===== src/rtl/apb_arb_pkg.sv =====
// Shared types and constants for the two-requester APB master.
// State encoding, address-field positions and the timeout counter width.
package apb_arb_pkg;

   typedef enum logic [1:0] {
      IDLE   = 2'd0,
      SETUP  = 2'd1,
      ACCESS = 2'd2
   } apb_state_e;

   localparam int SLV_IDX_LSB = 6;
   localparam int SLV_IDX_W   = 2;
   localparam int ADDR_HI_LSB = 8;
   localparam int TO_CNT_W    = 8;

endpackage


===== src/rtl/apb_rr_arb2.sv =====
// Two-way round-robin picker: rr_ptr wins when it is requesting, otherwise the other side.
// Purely combinational; valid is high whenever any request is present.
module apb_rr_arb2 (
   input  logic [1:0] req,
   input  logic       rr_ptr,
   output logic       winner,
   output logic       valid
);

   assign winner = req[rr_ptr] ? rr_ptr : ~rr_ptr;
   assign valid  = |req;

endmodule


===== src/rtl/apb_arb_master.sv =====
// Two-requester APB master: round-robin arbitration, SETUP/ACCESS sequencing and slave decode.
// Optional ACCESS-phase timeout is built when APB_TIMEOUT_EN is defined.
module apb_arb_master
   import apb_arb_pkg::*;
#(
   parameter int AW        = 64,
   parameter int DW        = 64,
   parameter int NSLV      = 4,
   parameter int TO_CYCLES = 16
) (
   input  logic            PCLK,
   input  logic            PRESETn,
   input  logic [1:0]      req,
   input  logic [1:0]      req_write,
   input  logic [2*AW-1:0] req_addr,
   input  logic [2*DW-1:0] req_wdata,
   output logic [1:0]      gnt,
   output logic [1:0]      done,
   output logic [DW-1:0]   rdata,
   output logic            err,
   output logic [NSLV-1:0] PSEL,
   output logic            PENABLE,
   output logic            PWRITE,
   output logic [AW-1:0]   PADDR,
   output logic [DW-1:0]   PWDATA,
   input  logic [DW-1:0]   PRDATA,
   input  logic            PREADY,
   input  logic            PSLVERR
);

   apb_state_e          state_q, state_d;
   logic [NSLV-1:0]     psel_q, psel_d;
   logic                penable_q, penable_d;
   logic                pwrite_q, pwrite_d;
   logic [AW-1:0]       paddr_q, paddr_d;
   logic [DW-1:0]       pwdata_q, pwdata_d;
   logic [DW-1:0]       rdata_q, rdata_d;
   logic [1:0]          gnt_q, gnt_d;
   logic [1:0]          done_q, done_d;
   logic                err_q, err_d;
   logic                rr_q, rr_d;
   logic                win_q, win_d;
   logic                miss_q, miss_d;

   logic [1:0]          req_eff;
   logic                arb_win, arb_valid;
   logic [AW-1:0]       lane_addr;
   logic [SLV_IDX_W-1:0] lane_idx;
   logic                lane_hit;
   logic                abort;

   // A requester whose done is pulsing this cycle has not yet dropped req; keep it out.
   assign req_eff = req & ~done_q;

   apb_rr_arb2 u_arb (
      .req    (req_eff),
      .rr_ptr (rr_q),
      .winner (arb_win),
      .valid  (arb_valid)
   );

   assign lane_addr = arb_win ? req_addr[2*AW-1:AW] : req_addr[AW-1:0];
   assign lane_idx  = lane_addr[SLV_IDX_LSB +: SLV_IDX_W];
   assign lane_hit  = ((lane_addr >> ADDR_HI_LSB) == '0) && (int'(lane_idx) < NSLV);

`ifdef APB_TIMEOUT_EN
   logic [TO_CNT_W-1:0] to_q, to_d, to_inc;

   assign to_inc = to_q + TO_CNT_W'(1);
   assign abort  = (state_q == ACCESS) && !PREADY && (to_inc == TO_CNT_W'(TO_CYCLES));

   always_comb begin
      to_d = to_q;
      if (state_q == SETUP)
         to_d = '0;
      else if (state_q == ACCESS && !PREADY)
         to_d = to_inc;
   end

   always_ff @(posedge PCLK or negedge PRESETn) begin
      if (!PRESETn) to_q <= '0;
      else          to_q <= to_d;
   end
`else
   assign abort = (TO_CYCLES < 0);
`endif

   always_comb begin
      state_d   = state_q;
      psel_d    = psel_q;
      penable_d = penable_q;
      pwrite_d  = pwrite_q;
      paddr_d   = paddr_q;
      pwdata_d  = pwdata_q;
      rdata_d   = rdata_q;
      gnt_d     = 2'b00;
      done_d    = 2'b00;
      err_d     = 1'b0;
      rr_d      = rr_q;
      win_d     = win_q;
      miss_d    = miss_q;
      unique case (state_q)
         IDLE: begin
            if (miss_q) begin
               // Decode miss: answer one cycle after the grant without touching the bus.
               miss_d       = 1'b0;
               done_d[win_q] = 1'b1;
               err_d        = 1'b1;
               rr_d         = ~win_q;
            end else if (arb_valid) begin
               win_d          = arb_win;
               gnt_d[arb_win] = 1'b1;
               pwrite_d       = req_write[arb_win];
               paddr_d        = lane_addr;
               pwdata_d       = arb_win ? req_wdata[2*DW-1:DW] : req_wdata[DW-1:0];
               if (lane_hit) begin
                  state_d = SETUP;
                  psel_d  = NSLV'(1) << lane_idx;
               end else begin
                  miss_d = 1'b1;
               end
            end
         end
         SETUP: begin
            penable_d = 1'b1;
            state_d   = ACCESS;
         end
         ACCESS: begin
            if (PREADY || abort) begin
               psel_d        = '0;
               penable_d     = 1'b0;
               done_d[win_q] = 1'b1;
               err_d         = abort ? 1'b1 : PSLVERR;
               if (PREADY && !pwrite_q)
                  rdata_d = PRDATA;
               rr_d    = ~win_q;
               state_d = IDLE;
            end
         end
         default: state_d = IDLE;
      endcase
   end

   always_ff @(posedge PCLK or negedge PRESETn) begin
      if (!PRESETn) begin
         state_q   <= IDLE;
         psel_q    <= '0;
         penable_q <= 1'b0;
         pwrite_q  <= 1'b0;
         paddr_q   <= '0;
         pwdata_q  <= '0;
         rdata_q   <= '0;
         gnt_q     <= 2'b00;
         done_q    <= 2'b00;
         err_q     <= 1'b0;
         rr_q      <= 1'b0;
         win_q     <= 1'b0;
         miss_q    <= 1'b0;
      end else begin
         state_q   <= state_d;
         psel_q    <= psel_d;
         penable_q <= penable_d;
         pwrite_q  <= pwrite_d;
         paddr_q   <= paddr_d;
         pwdata_q  <= pwdata_d;
         rdata_q   <= rdata_d;
         gnt_q     <= gnt_d;
         done_q    <= done_d;
         err_q     <= err_d;
         rr_q      <= rr_d;
         win_q     <= win_d;
         miss_q    <= miss_d;
      end
   end

   assign gnt     = gnt_q;
   assign done    = done_q;
   assign rdata   = rdata_q;
   assign err     = err_q;
   assign PSEL    = psel_q;
   assign PENABLE = penable_q;
   assign PWRITE  = pwrite_q;
   assign PADDR   = paddr_q;
   assign PWDATA  = pwdata_q;

endmodule


===== config.mk =====
export PLATFORM = sky130hd
export DESIGN_NAME = apb_arb_master
export DESIGN_NICKNAME = d
export VERILOG_FILES = /design/src/rtl/apb_arb_pkg.sv /design/src/rtl/apb_rr_arb2.sv /design/src/rtl/apb_arb_master.sv
export SDC_FILE = /design/constraint.sdc
export NUM_CORES = 1
export LEC_CHECK = 0
export CAP_MARGIN = 30
export CELL_PAD_IN_SITES_DETAIL_PLACEMENT = 2
export CELL_PAD_IN_SITES_GLOBAL_PLACEMENT = 2
export CORE_AREA = 3 3 203 205
export DETAILED_ROUTE_END_ITERATION = 10
export DIE_AREA = 0 0 206 208
export GPL_TIMING_DRIVEN = 0
export PLACE_DENSITY = 0.86
export SYNTH_ARGS = -nofsm -noshare
export SYNTH_HDL_FRONTEND = slang
export SYNTH_SLANG_ARGS = --single-unit

===== constraint.sdc =====
create_clock -name PCLK -period 4.64 [get_ports PCLK]
set_clock_uncertainty 0.05 [all_clocks]
set_input_delay 0.696 -clock PCLK [delete_from_list [all_inputs] [get_ports PCLK]]
set_output_delay 0.696 -clock PCLK [all_outputs]
set_load 0.01 [all_outputs]

# [Word level (Yosys, flattened, before mapping)]
# Cells that the tools add are included.
[totals] rom_bits=0 mem_bits_rw=0 input_bits=328 reg_bits=208 latchBits=0 n_memories=0
[op_classes] n_reduce_logical=15 bitwise_logic=5 magnitude_cmp=5 n_addsub=0 n_div=0 mul=0 muxes=38 n_eq_ne=7 shifts=1
[op_table] operator="$mux 64" n=2
[op_table] operator="$logic_not 64->1" n=1
[op_table] operator="$mux 2" n=9
[op_table] operator="$mux 4" n=4
[op_table] operator="$mux 1" n=15
[op_table] operator="$ne 2x2->1 const B" n=5
[op_table] operator="$reduce_and 3->1" n=3
[op_table] operator="$pmux 4 s2" n=1
[op_table] operator="$lt 1x2->1 const B" n=3
[op_table] operator="$pmux 1 s2" n=3
[op_table] operator="$pmux 2 s3" n=1
[op_table] operator="$reduce_and 5->1" n=1
[op_table] operator="$pmux 2 s2" n=1
[op_table] operator="$reduce_and 4->1" n=1
[op_table] operator="$reduce_bool 2->1" n=2
[op_table] operator="$shl 1x2->4 const A" n=1
[op_table] operator="$logic_and 1x1->1" n=3
[op_table] operator="$not 1->1" n=3
[op_table] operator="$and 2x2->2" n=1
[op_table] operator="$demux 1 s1" n=2
[op_table] operator="$eq 2x1->1 const B" n=1
[op_table] operator="$eq 2x2->1 const B" n=1
[op_table] operator="$ge 1x1->1 const B" n=2
[op_table] operator="$logic_not 2->1" n=1
[op_table] operator="4 further kinds" n=4

# [Depth between registers and ports, before layout]
# Gate-level depths: netlist of the first run.
[depth] depth_word=12 ltp_mapped=7 mapped_depth_nobuf=6

# [Hierarchy]
# Synthesis of the first run repeated with hierarchy kept, for this count alone.
[unflattened] cells_unflattened=801 area_unflattened_um2=9195.1
[by_module_without_submodules] module="apb_arb_master" n_inst=1 cells_per_inst=798 seq_area_each_um2=5205.0 area_each_um2=9180.1
[by_module_without_submodules] module="apb_rr_arb2" n_inst=1 cells_per_inst=3 seq_area_each_um2=0.0 area_each_um2=15.0

# [Least setup slack after synthesis of the first run]
# No wires, ideal clock.
[synth_path] path_kind="input-to-reg" from="input req[0]" to="register psel_q[3] (netlist: PSEL[3])" cell_stages=7 required_time_ns=4.469 n_path_buf=1 setup_time_ns=0.121 t_arrival_ns=1.948 slack_ns=2.521 cell_sequence="nor3b_2 -> a21o_1 -> buf_6 -> nor3_2 -> o2bb2ai_2 -> o31a_1 -> a22o_1"
[synth_via] elab_chain_cells=10 elab_cells_between_ends=15
[synth_rtl] element="start: declaration" line_no="apb_arb_master.sv:13" text="input logic [1:0] req,"
[synth_rtl] element="$and 2x2->2 (*)" line_no="apb_arb_master.sv:53" text="assign req_eff = req & ~done_q;"
[synth_rtl] element="parallel branches: the longest is 9 deep, another holds $mux 64"
[synth_rtl] element="end signal: assignment" line_no="apb_arb_master.sv:161" text="psel_q <= psel_d;"
[synth_rtl] element="end: declaration" line_no="apb_arb_master.sv:32" text="logic [NSLV-1:0] psel_q, psel_d;"
# Every way passes the cells marked *. The select of a mux whose other input is x is not followed.
# A chain may end at the register's enable or synchronous reset.

# [Worst setup path in the final report of the first run]
[layout_path] from="input req_addr[72]" to="register psel_q[3] (netlist: PSEL[3])"
[layout_via] elab_chain_cells=4
[layout_rtl] element="start: declaration" line_no="apb_arb_master.sv:15" text="input logic [2*AW-1:0] req_addr,"
[layout_rtl] element="$mux 64" line_no="apb_arb_master.sv:62" text="assign lane_addr = arb_win ? req_addr[2*AW-1:AW] : req_addr[AW-1:0];"
[layout_rtl] element="$logic_not 64->1" line_no="apb_arb_master.sv:64" text="assign lane_hit = ((lane_addr >> ADDR_HI_LSB) == '0) && (int'(lane_idx) < NSLV);"
[layout_rtl] element="$ne 2x2->1 (no line)"
[layout_rtl] element="$reduce_and 5->1 (no line)"
# Every way passes these cells.

==> run summary, run 1 <==
The flow ran to the end, and the final reports show no timing, DRC or antenna violations. The number of vias per cell after detailed routing came out at 4.75. The number of failing hold endpoints at the final stage came out at 0. The area growth from synthesis to layout is 77.0%.

The residual overflow from global routing came out at 0. The most critical setup path has its endpoint at PSEL[3]. The core region is around 40000 um^2. STA classifies the critical path startpoint as an input port. Detailed placement finished with a half-perimeter wire length of 38900 um. The fraction of the mapped netlist area in adder cells is 0. The met2 global-route usage is 0.402.

In this run the core area contains 73 standard-cell rows. The setup TNS came out at 0 ns. Of the total synthesized cell area, the portion taken by AND, OR, NAND and NOR gates is 0.203. The largest total area in the synthesized netlist belongs to sky130_fd_sc_hd__dfrtp_1. The count of input and output buffers came out at 530. The capture instance of the worst register-to-register path is PADDR[29]. The clock latency of the later-clocked register in the worst-skew pair came out at 0.53 ns.

The layer with the highest usage is met2. The cell internal power dissipation came out at 6060 uW. The total number of vias came out at ~10000. The height of the chip came out at approximately 210 um. The sequential cell fraction of total power is 0.297. The share of total power dissipated in the clock network is 0.230. The number of instances in the synthesized netlist is 937.

The launching element of the worst setup path is req_addr[72]. The average cell area after synthesis came out at around 9.7 um^2. The number of filler cells placed in the layout came out at 4255. The root buffer cell chosen for the clock tree is sky130_fd_sc_hd__clkbuf_16. The effective utilization at floorplan is 0.229.

The portion of the post-synthesis area used by sequential elements came out at 0.574. For this run, global-route usage on met3 was measured as 0.0756. Entering global routing, the biggest net connects 87 pins. The worst setup path is captured at a register.

The share of synthesized area in the top cell type comes to 0.574. The flip-flop and latch area is 5200 um^2. The top cell family by delay on the critical path is simple AND/OR/NAND/NOR gates. The area occupied by multi-input gates came out at about 3500 um^2. The cell with the largest stage delay on the worst path is sky130_fd_sc_hd__nor4_1. The critical path is of the in -> reg type. Before antenna repair, the detailed router went through 4 iterations. The number of sinks driven by the clock tree is 208. At the worst endpoint, the required time is 5.00 ns. The slack of the worst reg-to-reg path is 2.22 ns. The count of instances resized after the clock tree is built is 0. The initial DRC count is 337. The layout cell share with drive strength beyond 1 is 0.0972. The most used flip-flop cell after synthesis is sky130_fd_sc_hd__dfrtp_1. The post-layout minimum cycle time is 2.70 ns. The final layout net count came out at 1825.

After clock tree synthesis, the clock-pin slew on the worst setup and hold paths is ~0.06 ns. The worst slew slack as a fraction of its limit came out at 0.496. The cell count of the worst reg-to-reg path is 6. The largest stage delay on the critical path came out at 0.63 ns. The compound-cell area share of the yosys netlist is 0.106. The share of cell area taken by muxes after synthesis came out at 0.0817. The synthesized flop and latch total came out at 208. The data arrival time of the critical path came out at 3.06 ns. The highest net fanout along the worst path came out at 5. The worst ir drop on vdd is 0.257 mV. The analysis attributes to net switching a power of 3830 uW. The number of warnings printed during yosys synthesis came out at 0.

The maximum number of buffers from clock root to sink is 3. The slew at the pin closest to its max-slew limit came out at roughly 0.75 ns. Setup repair after global routing left no endpoint under its margin.

Walking the worst path, the cells encountered are clkdlybuf4s50_1 -> nor4_1 -> nand4_1 -> nor3_1 -> nor2_1 -> o31a_1 -> a22o_1. The cts-stage hold buffer count is 0. Counting flops with a built-in enable in the synthesized netlist gives 0. The finished cells cover 16000 um^2. The share of the synthesized netlist area taken by xor and xnor gates came out at 0. The number of top-level pins came out at between 500 and 600. At the placement stage, the worst setup path has a slack of approximately 1.3 ns. The TritonCTS clock tree is done. The wire length of the first global-routing pass came out at 72300 um.

The number of buffers and inverters on the critical path is 1. The leakage power is 0.00662 uW. The TritonCTS buffer count came out at 26. The count of nets left with antenna violations after detail routing is 0. After layout, the worst setup slack is 1.94 ns. The count of different cell masters after synthesis is 34. The number of endpoints failing setup at the final stage is 0. The horizontal die dimension is 206 um. The cell area after placement is 15100 um^2. The final number of max-transition violations is 0. Of the total power, the share spent switching nets is 0.387. The critical path runs through a total of 7 cells.

Of the total power, combinational logic draws 0.473. The tightest min-delay check is of the in -> async type. The total nets after synthesis is 1265. The mean routed wirelength per cell came out at 24.4 um.

The floorplan step defined a die boundary enclosing 42800 um^2. The post-CTS setup buffer count came out at 0. The initial antenna violation count is 6.

CTS built an H-tree with a depth of 1. By area, the combinational part of the netlist is dominated by simple AND/OR/NAND/NOR gates. The number of global-route vias before repair came out at 11200. The global placer's final weighted congestion came out at around 0.9. In the post-synthesis netlist, the biggest area contributors are sky130_fd_sc_hd__dfrtp_1 (57%), sky130_fd_sc_hd__nand2_1 (11%), sky130_fd_sc_hd__a31oi_1 (8.8%). The overall routed net length is 49900 um. The share of synthesized registers carrying an async set or reset is 1.00. The power per standard cell area came out at around 620 nW/um^2. The startpoint identified for the worst register-to-register timing path is done[1].

Of the available clock period, the critical path in the final layout requires 0.582. The max-capacitance violation count came out at 0. The maximum achievable frequency came out at 370 MHz. The global-route usage over all layers is 0.221. The fraction of met1 tracks used by global routing came out at 0.231. The number of remaining DRC errors came out at 0. The mapped netlist covers 9060 um^2.
==> power groups by stage <==
stage | combinational (uW) | sequential [uW] | clock (uW)
2_1_floorplan | 1720 | 3180 | 0
3_3_place_gp | 4560 | 2900 | 0
3_5_place_dp | 4720 | 2950 | 0
4_1_cts | 4780 | 2940 | 2350
5_1_grt | 5110 | 3020 | 2420
6_report | 4680 | 2940 | 2280
==> worst min path at each step <==
stage	startpoint	to	slack [ns]	depth (start not counted)
2_1_floorplan	PRESETn	PADDR[0]	0.35	0
3_3_place_gp	win_q	done[0]	0.41	1
3_5_place_dp	win_q	done[0]	0.42	1
4_1_cts	PRESETn	rdata[27]	0.04	1
5_1_grt	PRESETn	rdata[27]	0.05	1
6_report	PRESETn	rdata[55]	0.03	1
==> cell usage after synthesis (4+ instances only) <==
cell type and count:
sky130_fd_sc_hd__mux2_1 6, sky130_fd_sc_hd__buf_1 5, sky130_fd_sc_hd__buf_2 32, sky130_fd_sc_hd__nor3_1 8, sky130_fd_sc_hd__mux2_2 58, sky130_fd_sc_hd__clkbuf_1 20
sky130_fd_sc_hd__o21ai_0 4, sky130_fd_sc_hd__nor2_1 135, sky130_fd_sc_hd__a22o_1 4, sky130_fd_sc_hd__nor4_1 25, sky130_fd_sc_hd__a31oi_1 127, sky130_fd_sc_hd__dfrtp_1 208
sky130_fd_sc_hd__buf_4 6, sky130_fd_sc_hd__nand4_1 6, sky130_fd_sc_hd__nand2_1 262, sky130_fd_sc_hd__a21oi_1 5
==> layout make-up <==
cell class | count | area share
clock buffer | 35 | 0.0465
tap | 525 | 0.0410
multi-input combinational | 662 | 0.220
buffer | 64 | 0.0193
clock inverter | 9 | 0.0122
sequential | 208 | 0.325
antenna | 5 | 0.000780
inverter | 3 | 0.000702
timing repair buffer | 532 | 0.335
==> state kept, by name, indices dropped and copies added, names as in the netlist <==
name	count
win_q	1
PWRITE	1
rdata	64
miss_q	1
PWDATA	64
rr_q	1
state_q	2
PENABLE	1
gnt	2
done	2
err	1
PSEL	4
PADDR	64
==> through the flow <==
step           instances  hold slack [ns]  utilization  total power (uW)
2_1_floorplan        937            0.350            -              4910
3_3_place_gp        1992            0.411        0.379              7470
3_5_place_dp        1994            0.416        0.381              7670
4_1_cts             2038           0.0405        0.404             10100
5_1_grt             2043           0.0508        0.405             10600
6_report            2043           0.0272        0.405              9890
==> routing by layer <==
layer,wire (um),vias up
met3,4530,107
met5,13,-
met2,25000,409
met1,18100,4848
li1,-,4343
met4,2300,2
==> logic make-up (layout without fill, tap and decap cells) <==
| kind of cell | after synthesis | after routing |
|---|---|---|
| buffers and inverters | 67 | 643 |
| muxes | 66 | 66 |
| DFF | 208 | 208 |
| and+or+nand+nor | 449 | 449 |
| AOI/OAI and AO/OA | 147 | 147 |
| other | 0 | 5 |
==> cell usage in the layout, fill, tap and decap left out, drive strengths merged <==
| cell | count |
|---|---|
| buf | 47 |
| clkbuf | 55 |
| nor4b | 1 |
| nor2 | 136 |
| a31oi | 127 |
| a22o | 4 |
| nand3 | 1 |
| nand2b | 4 |
| mux2 | 64 |
| bufinv | 6 |
| o21ai | 4 |
| nand2 | 262 |
| o21bai | 1 |
| nor3b | 1 |
| clkdlybuf4s50 | 529 |
| a2111o | 1 |
| dfrtp | 208 |
| nor2b | 2 |
| mux2i | 2 |
| a21o | 2 |
| a2111oi | 1 |
| clkinv | 3 |
| nand4 | 6 |
| nor3 | 9 |
| o31a | 1 |
| o2bb2ai | 1 |
| nor4 | 25 |
| a21oi | 5 |
| diode | 5 |
| inv | 3 |
| and2 | 2 |
==> worst register-to-register path: stages (launching register included) <==
cell and delay [ns]:
sky130_fd_sc_hd__dfrtp_1 0.39, sky130_fd_sc_hd__nand2b_4 0.18, sky130_fd_sc_hd__a21oi_1 0.43, sky130_fd_sc_hd__buf_2 0.41, sky130_fd_sc_hd__buf_1 0.54, sky130_fd_sc_hd__nand2_1 0.16, sky130_fd_sc_hd__a31oi_1 0.19
Power figures use the tool's default switching activity.
==> inputs of run 2 (changes only) <==
- CORE_AREA: 3 3 203 205 -> 3 3 223 225
- DIE_AREA: 0 0 206 208 -> 0 0 226 228
- PLACE_DENSITY: 0.86 -> 0.75
- clock period: 4.64 -> 2.25 ns (I/O delays scaled with it)
==> run 2 against run 1 <==
  * Via count decreased by 1.4%
  * Sequential share of layout area decreased by 0.48 points
  * Critical path type unchanged
  * First-iteration DRC count increased by 4.7%
  * Global-route usage decreased by 3.5 points
  * Core utilization decreased by 6.4 points
  * Worst setup slack got worse by 1.9 ns
  * Combinational power increased by 110%
  * Critical path depth unchanged
  * Clock power increased by 110%
==> run summary, run 2 (same netlist as run 1, synthesis figures left out) <==
The fraction of power consumed by the clock network came out at 0.235. The run finished with clean final reports. The slew at the pin closest to its max-slew limit is 0.883 ns. Based on the critical path, the design can be clocked at up to between 400 and 500 MHz. The TritonCTS buffer count came out at 28. The largest individual stage delay along the critical path comes from the cell sky130_fd_sc_hd__nor4_1. The worst slew slack as a fraction of its limit came out at 0.411. The critical path class is in -> reg. The effective utilization at floorplan is 0.190. The layout cell share with drive strength beyond 1 is 0.120. For this run, the total global-route usage over all layers was measured as 0.186. For this block, the routed nets add up to 49900 um of wire. In the routed layout, each cell is associated on average with a via count of 4.48. The number of failing hold endpoints at the final stage is 0. Of the total power, the share spent switching nets is 0.387.

The count of nets left with antenna violations after detail routing came out at 0. The area growth from synthesis to layout is 79.6%. In the final layout, the multi-input gates occupy 3560 um^2. The final cycle utilization of the critical path is 0.999. After global routing, the most crowded layer is met2.

The first-pass iteration count of the detailed router is 4. The cell internal power dissipation came out at 12600 uW. The number of sinks driven by the clock tree is around 210. The horizontal die dimension came out at 226 um. The HPWL reported at the end of detailed placement came out at 39300 um. On the final layout, the worst hold slack is around 0.28 ns. The maximum number of pins on one net before global-route repair is 107. The post-layout minimum cycle time is 2.25 ns.

The placement row count is 80. The clock reaches the later pin of the worst-skew pair after about 0.57 ns. The global placer's final weighted congestion is 0.876.

The signal on the critical path passes through clkdlybuf4s50_1 -> nor4_1 -> nand4_1 -> nor3_1 -> nor2_1 -> o31a_1 -> a22o_1. Leaving out fill and tap cells, the most frequent cells in the layout are sky130_fd_sc_hd__clkdlybuf4s50_1 (529), sky130_fd_sc_hd__nand2_1 (262), sky130_fd_sc_hd__dfrtp_1 (208), sky130_fd_sc_hd__nor2_1 (135), sky130_fd_sc_hd__a31oi_1 (127). The TritonCTS clock tree is done. The total number of vias is 9577. The mean routed wirelength per cell came out at roughly 23 um. For met2 alone, demand over resource in global routing was 0.336. The die outline area came out at 51500 um^2.

The share of total power dissipated in sequential elements is 0.295. The area inside the core boundary came out at 47700 um^2. In the final layout, flip-flops and latches occupy roughly 5200 um^2. CTS built an H-tree with a depth of 1. The max-capacitance violation count is 0. For this run, global-route usage on met1 was measured as 0.204. Setup repair after global routing left no endpoint under its margin. CTS placed an instance of sky130_fd_sc_hd__clkbuf_16 at the clock tree root. Of all nets on the critical path, the largest fanout is 5. The wire length of the first global-routing pass is 72500 um. The type of the most critical hold path is in -> reg. The post-CTS clock slew at the launch and capture registers of the worst setup and hold paths is around 0.06 ns. The number of top-level pins is between 500 and 600. Leaving out fill and tap cells, the most frequent cell in the layout is sky130_fd_sc_hd__clkdlybuf4s50_1. IR analysis of the VDD net gives a maximum drop of 0.540 mV. Dividing total power by cell area gives a power density of 1260 nW/um^2. The combinational group share of total power is 0.471. The power dissipated by switching net loads is 7930 uW. The final number of max-transition violations is 0. The number of filler cells placed in the layout came out at 5256. After routing, the total negative slack on setup checks comes to 0 ns. STA puts the critical path data required time at 2.65 ns. The leakage power came out at 0.00672 uW. The met3 demand-to-capacity share in global routing is 0.0807. The residual overflow from global routing came out at 0. The initial antenna violation count came out at 11. The number of endpoints failing setup at the final stage is 0.

The largest stage delay on the critical path came out at 0.59 ns. The data arrival time of the critical path came out at 2.65 ns. The count of input and output buffers came out at 530. The type of destination of the critical path is a register. The die is 228 um tall. The sort of element at the start of the critical path is an input port.

The number of global-route vias before repair came to 10700. The initial DRC count is 353. The number of remaining DRC errors is 0. The final layout net count is between 1500 and 2000. The maximum number of buffers from clock root to sink came out at 3.
==> run 2: repair_timing <==
| action | in CTS | in global routing |
|---|---|---|
| endpoints found under the hold margin | 105 | 0 |
| hold buffers | 1 | 0 |
| gates resized for setup | 19 | 28 |
| endpoints found under the setup margin | 192 | 83 |
| buffers inserted | 2 | 0 |
| pin swaps | 1 | 1 |
==> run 2: routing by layer <==
layer / vias to the layer above / wire length [um]
met2: 365 / 24600
li1: 4354 / -
met4: 20 / 1110
met1: 4758 / 18900
met3: 80 / 5180
met5: - / 131
==> run 2: worst paths after layout <==
kind                                      from          to  slack, ns  cells past startpoint
max in group asynchronous              PRESETn   PADDR[15]       0.64                      3
worst min register to register           win_q     done[0]       0.42                      1
worst max register to register      state_q[1]   rdata[46]       0.13                      7
worst min-delay path            req_wdata[115]  PWDATA[51]       0.28                      3
min in group asynchronous              PRESETn   rdata[61]       0.40                      2
worst max-delay path              req_addr[50]     PSEL[1]      0.002                      7
==> run 2: worst max-delay path: cells and delay by family <==
kind / cells / cell delay, ns
compound gates: 2 / 0.57
buf+inv: 1 / 0.48
simple gates: 4 / 1.26
==> run 2: per-stage QoR <==
stage	util	std cells	setup slack [ns]	area, um^2	power [uW]
2_1_floorplan	-	937	0.381	9060	10100
3_3_place_gp	0.317	2082	-9.12	15100	15600
3_5_place_dp	0.318	2083	-1.03	15200	15800
4_1_cts	0.340	2137	0.00697	16200	20900
5_1_grt	0.341	2137	0.00868	16300	22000
6_report	0.341	2138	0.00184	16300	20500
==> run 2: layout make-up <==
type                    instances  share of cell area
inverters                       3            0.000692
multi-input cells             662               0.219
clock inverters                13              0.0110
plain buffers                  64              0.0221
diodes                          1            0.000154
well taps                     615              0.0473
repair buffers                534               0.330
clock buffers                  38              0.0497
flip-flops and latches        208               0.320
==> run 2: power by group through the flow <==
stage / clock (uW) / combinational (uW) / sequential, uW
CTS: 5000 / 9840 / 6060
global placement: 0 / 9540 / 6030
detailed placement: 0 / 9740 / 6100
floorplan: 0 / 3550 / 6570
finish: 4810 / 9650 / 6040
global route: 5140 / 10600 / 6220
